==> config.mk <==
export PLATFORM = sky130hd
export DESIGN_NAME = multiplier_arbiter
export DESIGN_NICKNAME = d
export VERILOG_FILES = /design/src/rtl/multiplier_arbiter.sv
export SDC_FILE = /design/constraint.sdc
export NUM_CORES = 1
export LEC_CHECK = 0
export CAP_MARGIN = 20
export CORE_AREA = 5 5 176 178
export DETAILED_ROUTE_END_ITERATION = 8
export DIE_AREA = 0 0 181 183
export PLACE_DENSITY_LB_ADDON = 0.08
export RECOVER_POWER = 50
export SETUP_SLACK_MARGIN = 0.4
export SLEW_MARGIN = 20
export SYNTH_ARGS = -nofsm -noshare
export SYNTH_HDL_FRONTEND = slang
export SYNTH_SLANG_ARGS = --single-unit
==> constraint.sdc <==
create_clock -name clk -period 4.65 [get_ports clk]
set_clock_uncertainty 0.15 [all_clocks]
set_input_delay 0.93 -clock clk [delete_from_list [all_inputs] [get_ports clk]]
set_output_delay 0.93 -clock clk [all_outputs]
set_load 0.1 [all_outputs]
==> src/rtl/multiplier_arbiter.sv <==
`default_nettype none
// ============================================================================
// Module   : multiplier_arbiter
// Summary  : Round-robin arbiter sharing one pipelined multiplier among
//            NUM_REQ requesters; a tag pipeline routes each product back.
// Revision : 1.0 - initial release
// ============================================================================
module multiplier_arbiter #(
    parameter int BITWIDTH_INPUT = 32,
    parameter int NUM_REQ        = 4,
    parameter int MUL_LATENCY    = 3
) (
    input  logic                                clk,
    input  logic                                rst,
    input  logic                                hold,
    input  logic [NUM_REQ-1:0]                  req_valid,
    output logic [NUM_REQ-1:0]                  req_ready,
    input  logic [NUM_REQ*BITWIDTH_INPUT-1:0]   req_a,
    input  logic [NUM_REQ*BITWIDTH_INPUT-1:0]   req_b,
    output logic [BITWIDTH_INPUT-1:0]           mul_a,
    output logic [BITWIDTH_INPUT-1:0]           mul_b,
    input  logic [2*BITWIDTH_INPUT-1:0]         mul_q,
    output logic [NUM_REQ-1:0]                  rsp_valid,
    output logic [2*BITWIDTH_INPUT-1:0]         rsp_p,
    output logic [$clog2(NUM_REQ)-1:0]          rsp_id,
    output logic [$clog2(MUL_LATENCY+1)-1:0]    in_flight
);

    localparam int c_W     = BITWIDTH_INPUT;
    localparam int c_ID_W  = $clog2(NUM_REQ);
    localparam int c_CNT_W = $clog2(MUL_LATENCY + 1);

    logic [c_W-1:0]     w_a_arr [NUM_REQ];
    logic [c_W-1:0]     w_b_arr [NUM_REQ];

    logic [c_ID_W-1:0]  r_ptr;
    logic [c_ID_W:0]    w_sum;
    logic [c_ID_W-1:0]  w_cand;
    logic [c_ID_W-1:0]  w_gnt_idx;
    logic               w_found;
    logic               w_grant;

    logic [MUL_LATENCY-1:0]             r_tag_vld;
    logic [MUL_LATENCY-1:0][c_ID_W-1:0] r_tag_id;
    logic                               w_rsp_vld;
    logic [c_ID_W-1:0]                  w_rsp_id;
    logic [c_CNT_W-1:0]                 r_in_flight;

    generate
        for (genvar i = 0; i < NUM_REQ; i++) begin : g_unpack
            assign w_a_arr[i] = req_a[i*c_W +: c_W];
            assign w_b_arr[i] = req_b[i*c_W +: c_W];
        end
    endgenerate

    // First active requester at or after r_ptr, wrapping past the top index.
    always_comb begin
        w_found   = 1'b0;
        w_gnt_idx = '0;
        w_sum     = '0;
        w_cand    = '0;
        for (int k = 0; k < NUM_REQ; k++) begin
            w_sum = {1'b0, r_ptr} + (c_ID_W + 1)'(k);
            if (w_sum >= (c_ID_W + 1)'(NUM_REQ)) begin
                w_sum = w_sum - (c_ID_W + 1)'(NUM_REQ);
            end
            w_cand = w_sum[c_ID_W-1:0];
            if (!w_found && req_valid[w_cand]) begin
                w_found   = 1'b1;
                w_gnt_idx = w_cand;
            end
        end
    end

    // A grant is only ever given to a valid requester, so grant == transfer.
    assign w_grant   = w_found && !hold && !rst;
    assign req_ready = w_grant ? (NUM_REQ'(1) << w_gnt_idx) : '0;
    assign mul_a     = w_grant ? w_a_arr[w_gnt_idx] : '0;
    assign mul_b     = w_grant ? w_b_arr[w_gnt_idx] : '0;

    always_ff @(posedge clk or posedge rst) begin
        if (rst) begin
            r_ptr <= '0;
        end else if (w_grant) begin
            r_ptr <= (w_gnt_idx == c_ID_W'(NUM_REQ - 1)) ? '0 : w_gnt_idx + 1'b1;
        end
    end

    // Tag pipeline runs in lockstep with the external multiplier.
    always_ff @(posedge clk or posedge rst) begin
        if (rst) begin
            r_tag_vld <= '0;
            r_tag_id  <= '0;
        end else begin
            r_tag_vld[0] <= w_grant;
            r_tag_id[0]  <= w_gnt_idx;
            for (int s = 1; s < MUL_LATENCY; s++) begin
                r_tag_vld[s] <= r_tag_vld[s-1];
                r_tag_id[s]  <= r_tag_id[s-1];
            end
        end
    end

    assign w_rsp_vld = r_tag_vld[MUL_LATENCY-1];
    assign w_rsp_id  = r_tag_id[MUL_LATENCY-1];

    assign rsp_valid = w_rsp_vld ? (NUM_REQ'(1) << w_rsp_id) : '0;
    assign rsp_id    = w_rsp_vld ? w_rsp_id : '0;
    assign rsp_p     = w_rsp_vld ? mul_q : '0;

    always_ff @(posedge clk or posedge rst) begin
        if (rst) begin
            r_in_flight <= '0;
        end else begin
            case ({w_grant, w_rsp_vld})
                2'b10:   r_in_flight <= r_in_flight + c_CNT_W'(1);
                2'b01:   r_in_flight <= r_in_flight - c_CNT_W'(1);
                default: r_in_flight <= r_in_flight;
            endcase
        end
    end

    assign in_flight = r_in_flight;

endmodule
`default_nettype wire

# Word level (Yosys, flattened, before mapping)
# Index checks and enable logic that the tools add are counted.
[op_classes] n_bitwise=1 n_eq_ne=3 reduce_logical=11 mux=34 shift=2 order_cmp=9 add_sub_neg=10
[op_table] cell="$mux 32" count=6
[op_table] cell="$bmux 32 s2" count=2
[op_table] cell="$mux 64" count=1
[op_table] cell="$mux 2" count=10
[op_table] cell="$ge 3x3->1 const B" count=4
[op_table] cell="$lt 2x3->1 const B" count=4
[op_table] cell="$sub 2x1->2 const B" count=5
[op_table] cell="$bmux 1 s2" count=4
[op_table] cell="$mux 1" count=8
[op_table] cell="$mux 4" count=2
[op_table] cell="$shl 1x2->4 const A" count=2
[op_table] cell="$add 2x2->3 const B" count=2
[op_table] cell="$logic_and 1x1->1" count=5
[op_table] cell="$logic_not 1->1" count=5
[op_table] cell="$add 2x1->2 const B" count=2
[op_table] cell="$eq 2x2->1 const B" count=2
[op_table] cell="$pmux 2 s2" count=1
[op_table] cell="$add 2x1->3 const B" count=1
[op_table] cell="$ge 2x3->1 const B" count=1
[op_table] cell="$not 2->3" count=1
[op_table] cell="$eq 2x1->1 const B" count=1
[op_table] cell="$reduce_bool 2->1" count=1
[totals] out_inout_bits=140 input_bits=327 word_cells=76 reg_bits=13

# Logic depth before layout (Yosys ltp)
[depth] depth_word=19 ltp_mapped=9 depth_no_buf=7

# Worst setup path after synthesis
# No wires, ideal clock.
[synth_path] path_kind="input to output" startpoint="input port req_valid[0]" endpoint="output port mul_a[10]" setup_slack_ns=0.298 t_required_ns=3.570 arrival_time_ns=3.272 stages=7 n_path_buf=1 cell_sequence="a21oi_1 -> o21a_1 -> o22a_1 -> inv_2 -> nand2_1 -> buf_2 -> o22ai_1"
[synth_via] elab_chain_len=17 word_cells_on_any_way=29 cone_classes="20 x mux; 1 x bitwise; 8 x reduce/logical"
[synth_lines] item="from (decl)" line_no="16" rtl="input logic [NUM_REQ-1:0] req_valid,"
[synth_lines] item="$bmux 1 s2" line_no="68" rtl="if (!w_found && req_valid[w_cand]) begin"
[synth_lines] item="$mux 1 (implied by the code)" line_no="68"
[synth_lines] item="$mux 1" line_no="68"
[synth_lines] item="$logic_not 1->1" line_no="68"
[synth_lines] item="$logic_and 1x1->1" line_no="68"
[synth_lines] item="$mux 1" line_no="68"
[synth_lines] item="$logic_not 1->1" line_no="68"
[synth_lines] item="$logic_and 1x1->1" line_no="68"
[synth_lines] item="$mux 1" line_no="68"
[synth_lines] item="$logic_not 1->1" line_no="68"
[synth_lines] item="$logic_and 1x1->1" line_no="68"
[synth_lines] item="$mux 2 (*)" line_no="68"
[synth_lines] item="net w_gnt_idx[1]" line_no="39" rtl="logic [c_ID_W-1:0] w_gnt_idx;"
[synth_lines] item="$not 2->3 (implied by the code) (*)" line_no="78" rtl="assign mul_a = w_grant ? w_a_arr[w_gnt_idx] : '0;"
[synth_lines] item="$bmux 32 s2 (*)" line_no="78"
[synth_lines] item="$mux 32 (implied by the code) (*) (2 in a row)" line_no="78"
[synth_lines] item="$mux 32 (*)" line_no="78"
[synth_lines] item="to (decl)" line_no="20" rtl="output logic [BITWIDTH_INPUT-1:0] mul_a,"
# Mark *: on every way through the listed nets, which the timed path passes. The rest lies on a longest branch. The select of a mux whose other input is x is not followed.

# Worst setup path after layout
[layout_path] startpoint="input port req_valid[0]" endpoint="output port mul_a[11]"
[layout_via] elab_chain_len=17 word_cells_on_any_way=29 cone_classes="20 x mux; 1 x bitwise; 8 x reduce/logical"
[layout_lines] item="$bmux 1 s2" line_no="68"
[layout_lines] item="$mux 1 (implied by the code)" line_no="68"
[layout_lines] item="$mux 1" line_no="68"
[layout_lines] item="$logic_not 1->1" line_no="68"
[layout_lines] item="$logic_and 1x1->1" line_no="68"
[layout_lines] item="$mux 1" line_no="68"
[layout_lines] item="$logic_not 1->1" line_no="68"
[layout_lines] item="$logic_and 1x1->1" line_no="68"
[layout_lines] item="$mux 1" line_no="68"
[layout_lines] item="$logic_not 1->1" line_no="68"
[layout_lines] item="$logic_and 1x1->1" line_no="68"
[layout_lines] item="$mux 2" line_no="68"
[layout_lines] item="$not 2->3 (implied by the code)" line_no="78"
[layout_lines] item="$bmux 32 s2" line_no="78"
[layout_lines] item="$mux 32 (implied by the code) (2 in a row)" line_no="78"
[layout_lines] item="$mux 32 (*)" line_no="78"
# Every way passes the cells marked *; elsewhere a longest branch is shown, timed or not. The select of a mux whose other input is x is not followed.

==> results.txt <==
Clock Power Share: 5.2%
M3 GR Usage: 5.32%
status: finished with violations
worst path cell trace: dlygate4sd3_1, mux2i_1, nor2_1, nor3_4, buf_12, buf_12, mux2i_1, o22ai_1, buf_12
maximum vdd drop: 0.150 mV
Post-Syn Area: 3090 um2
Yosys reg bits: 13
GRT Overall Usage: 11.9%
Psw: 0.00169 W
Synth Net Count: 683
commonest cells after routing, fill and taps aside: clkdlybuf4s50_1 (324), mux2i_1 (128), buf_12 (72)
Total Nets Final: 1,133
P_int: 0.00134 W
vias in the first global route: 4,937
Syn Inst Count: 351
Register Area: 325 um2
Hold WC Path Type: register to register
Max Slew Vio Count: 70
global-route wire length before repair: 30.6 mm
Combinational Power Share: 88.7%
1st-iter DRT viols: 150
CTS buffer count: 3
Fin Setup TNS: 0 ps
CP Data Required Time: 3570 ps
Final Hold Vio Count: 0
GR Util met2: 23.9%
CP delay by family, top: buffers and inverters
Slew headroom: -25.5%
PD cells: 351 nW/um2
layout cell share with drive strength beyond 1: 20.9%
WP buf/inv: 4
Slew @ Worst Pin: 1880 ps
final setup vio count: 0
Detailed Routing Iterations Pass 1: 4
drt drc: 0
row cnt: 63
Routability Congestion: 0.867
H-tree levels: 1
Max Freq: 0.234 GHz
CP max stage delay: 620 ps
Pleak: 3.59 nW
most used routing layer: met2
Final HPWL DP: 19.2 mm
Initial Util: 10.6%
multi-input logic area: 2440 um2
Die Ht: 183 um
crit share post-route: 92.1%
max cap viols: 1
CTS tree: done
Synth warnings: 0
largest net degree at the start of global routing: 70
sequential power share: 6.1%
die boundary width: 181 um
clk_lat worst skew: 240 ps
CP most frequent cell: buf_12
# port buffers: 466
dominant synthesized flop cell: dfrtp_1
Syn-to-layout area delta: 181%
CP startpoint kind: primary input
Core Area: 29,200 um2
CTS Hold Bufs: 0
failing checks: max-capacitance violations, max-slew violations
unrepaired setup endpoints after global routing: true
ys async rst share: 100%
Sw Ratio: 55.7%
met1 Resource Use GR: 10.9%
Clock Pin Slew Worst Setup and Hold Paths: 40 ps
most common cell after layout, fill and taps aside: clkdlybuf4s50_1
Remaining Overflow, GRT: 0
post-synth cell types: 32
Detail Route Antenna Nets: 0
CTS Root Cell: clkbuf_16
DR vias/cell: 3.85
Slowest cell on crit path: dlygate4sd3_1
CP max FO: 22
sequential area share after synthesis: 10.5%
Vias: 4,588
FILL cells: 3,021
Post-synth EDFFs: 0
Non-Filler Instances: 1,192
initial antenna violation count: 4
clock sinks: 13
final core utilization: 29.6%
critical path type: primary input to output pin
IO Count: 467
Die Footprint: 33,100 um2
CTS Buffer Depth: 2
mean post-synth cell area: 8.79 um2
total wire length: 22.1 mm
Crit. End Element: output pin
crit path time final: 4280 ps
Inst Count DP: 1,184
Worst Path Arrival: 3200 ps
wire length per cell: 18.6 um
## flip-flops by register name (all words and copies together) (netlist names)
register and count:
r_tag_id 4, r_tag_vld 3, in_flight 2, r_ptr 2
w_rsp_id 2
## per-stage QoR
step,hold WS [ps],setup slack [ps],total power (W),area [um2]
after global routing,197,256,0.00317,8660
after global placement,187,368,0.00286,8540
after detailed placement,185,383,0.00287,8540
after floorplan,181,298,0.00202,3090
final,193,368,0.00304,8660
after CTS,195,403,0.00304,8620
## worst paths after layout
check,from,to,slack [ps],depth (start not counted)
min,r_tag_id[3]$_DFF_PP0_,w_rsp_id[1]$_DFF_PP0_,190,0
max,req_valid[0],mul_a[11],370,9
min in group asynchronous,rst,in_flight[0]$_DFFE_PP0P_,1090,2
max in group asynchronous,rst,w_rsp_id[0]$_DFF_PP0_,2930,2
min reg2reg,r_tag_id[3]$_DFF_PP0_,w_rsp_id[1]$_DFF_PP0_,190,0
max reg2reg,r_ptr[1]$_DFFE_PP0N_,r_ptr[1]$_DFFE_PP0N_,2590,7
## layer usage
layer | share of wire [%] | wire length [um]
met5 | 0.095 | 21
met2 | 56 | 12300
met4 | 1.1 | 252
met3 | 11 | 2540
met1 | 32 | 6990
## area by class of cell
type | count | area share [%]
timing repair buffer | 479 | 61.3
multi-input combinational | 299 | 28.2
tap | 390 | 5.64
clock buffer | 4 | 0.910
inverter | 5 | 0.217
antenna | 2 | 0.0578
sequential | 13 | 3.76
## Yosys cell counts (2+ instances only)
| cell type | number | share of area, % |
|---|---|---|
| and2_1 | 70 | 14 |
| nor3_4 | 2 | 1.1 |
| dfrtp_1 | 13 | 11 |
| inv_1 | 2 | 0.24 |
| ha_1 | 5 | 2.0 |
| clkbuf_1 | 7 | 0.85 |
| inv_2 | 3 | 0.36 |
| nor2_1 | 4 | 0.49 |
| buf_2 | 12 | 1.9 |
| mux2i_1 | 129 | 42 |
| o22ai_1 | 64 | 13 |
| a21oi_1 | 3 | 0.49 |
| bufbuf_8 | 2 | 1.2 |
| buf_12 | 8 | 5.2 |
| buf_8 | 3 | 1.5 |
| xnor2_1 | 2 | 0.57 |
| nand2_1 | 7 | 0.85 |
## worst register-to-register path, stage by stage, from the launching register on
cell and delay, ps:
dfrtp_1 470, mux2i_1 230, nor2_1 90, nor3_4 320, buf_12 290, ha_1 290
nand2_1 60, nand2_1 50
## kinds of logic after synthesis
kind of cell / after synthesis / synth area share [%]
compound gates: 72 / 14.8
fa+ha+maj: 5 / 2.03
flops: 13 / 10.5
buf+inv: 39 / 11.8
simple gates: 90 / 18.2
mux: 129 / 41.8
xor+xnor: 3 / 0.851
## timing repair
item,4_1_cts,5_1_grt
pin swaps,0,1
cloned,0,1
buffers inserted,0,1
setup endpoints to repair,1,36
resized for setup,1,9
## power groups by stage
stage / registers [W] / logic [W] / clock network [W]
final: 0.000185 / 0.00269 / 0.000158
after global routing: 0.000192 / 0.00281 / 0.000164
after CTS: 0.000186 / 0.00269 / 0.000162
after detailed placement: 0.000187 / 0.00268 / 0
after global placement: 0.000185 / 0.00267 / 0
after floorplan: 0.000238 / 0.00178 / 0
(Power assumes the default switching activity.)
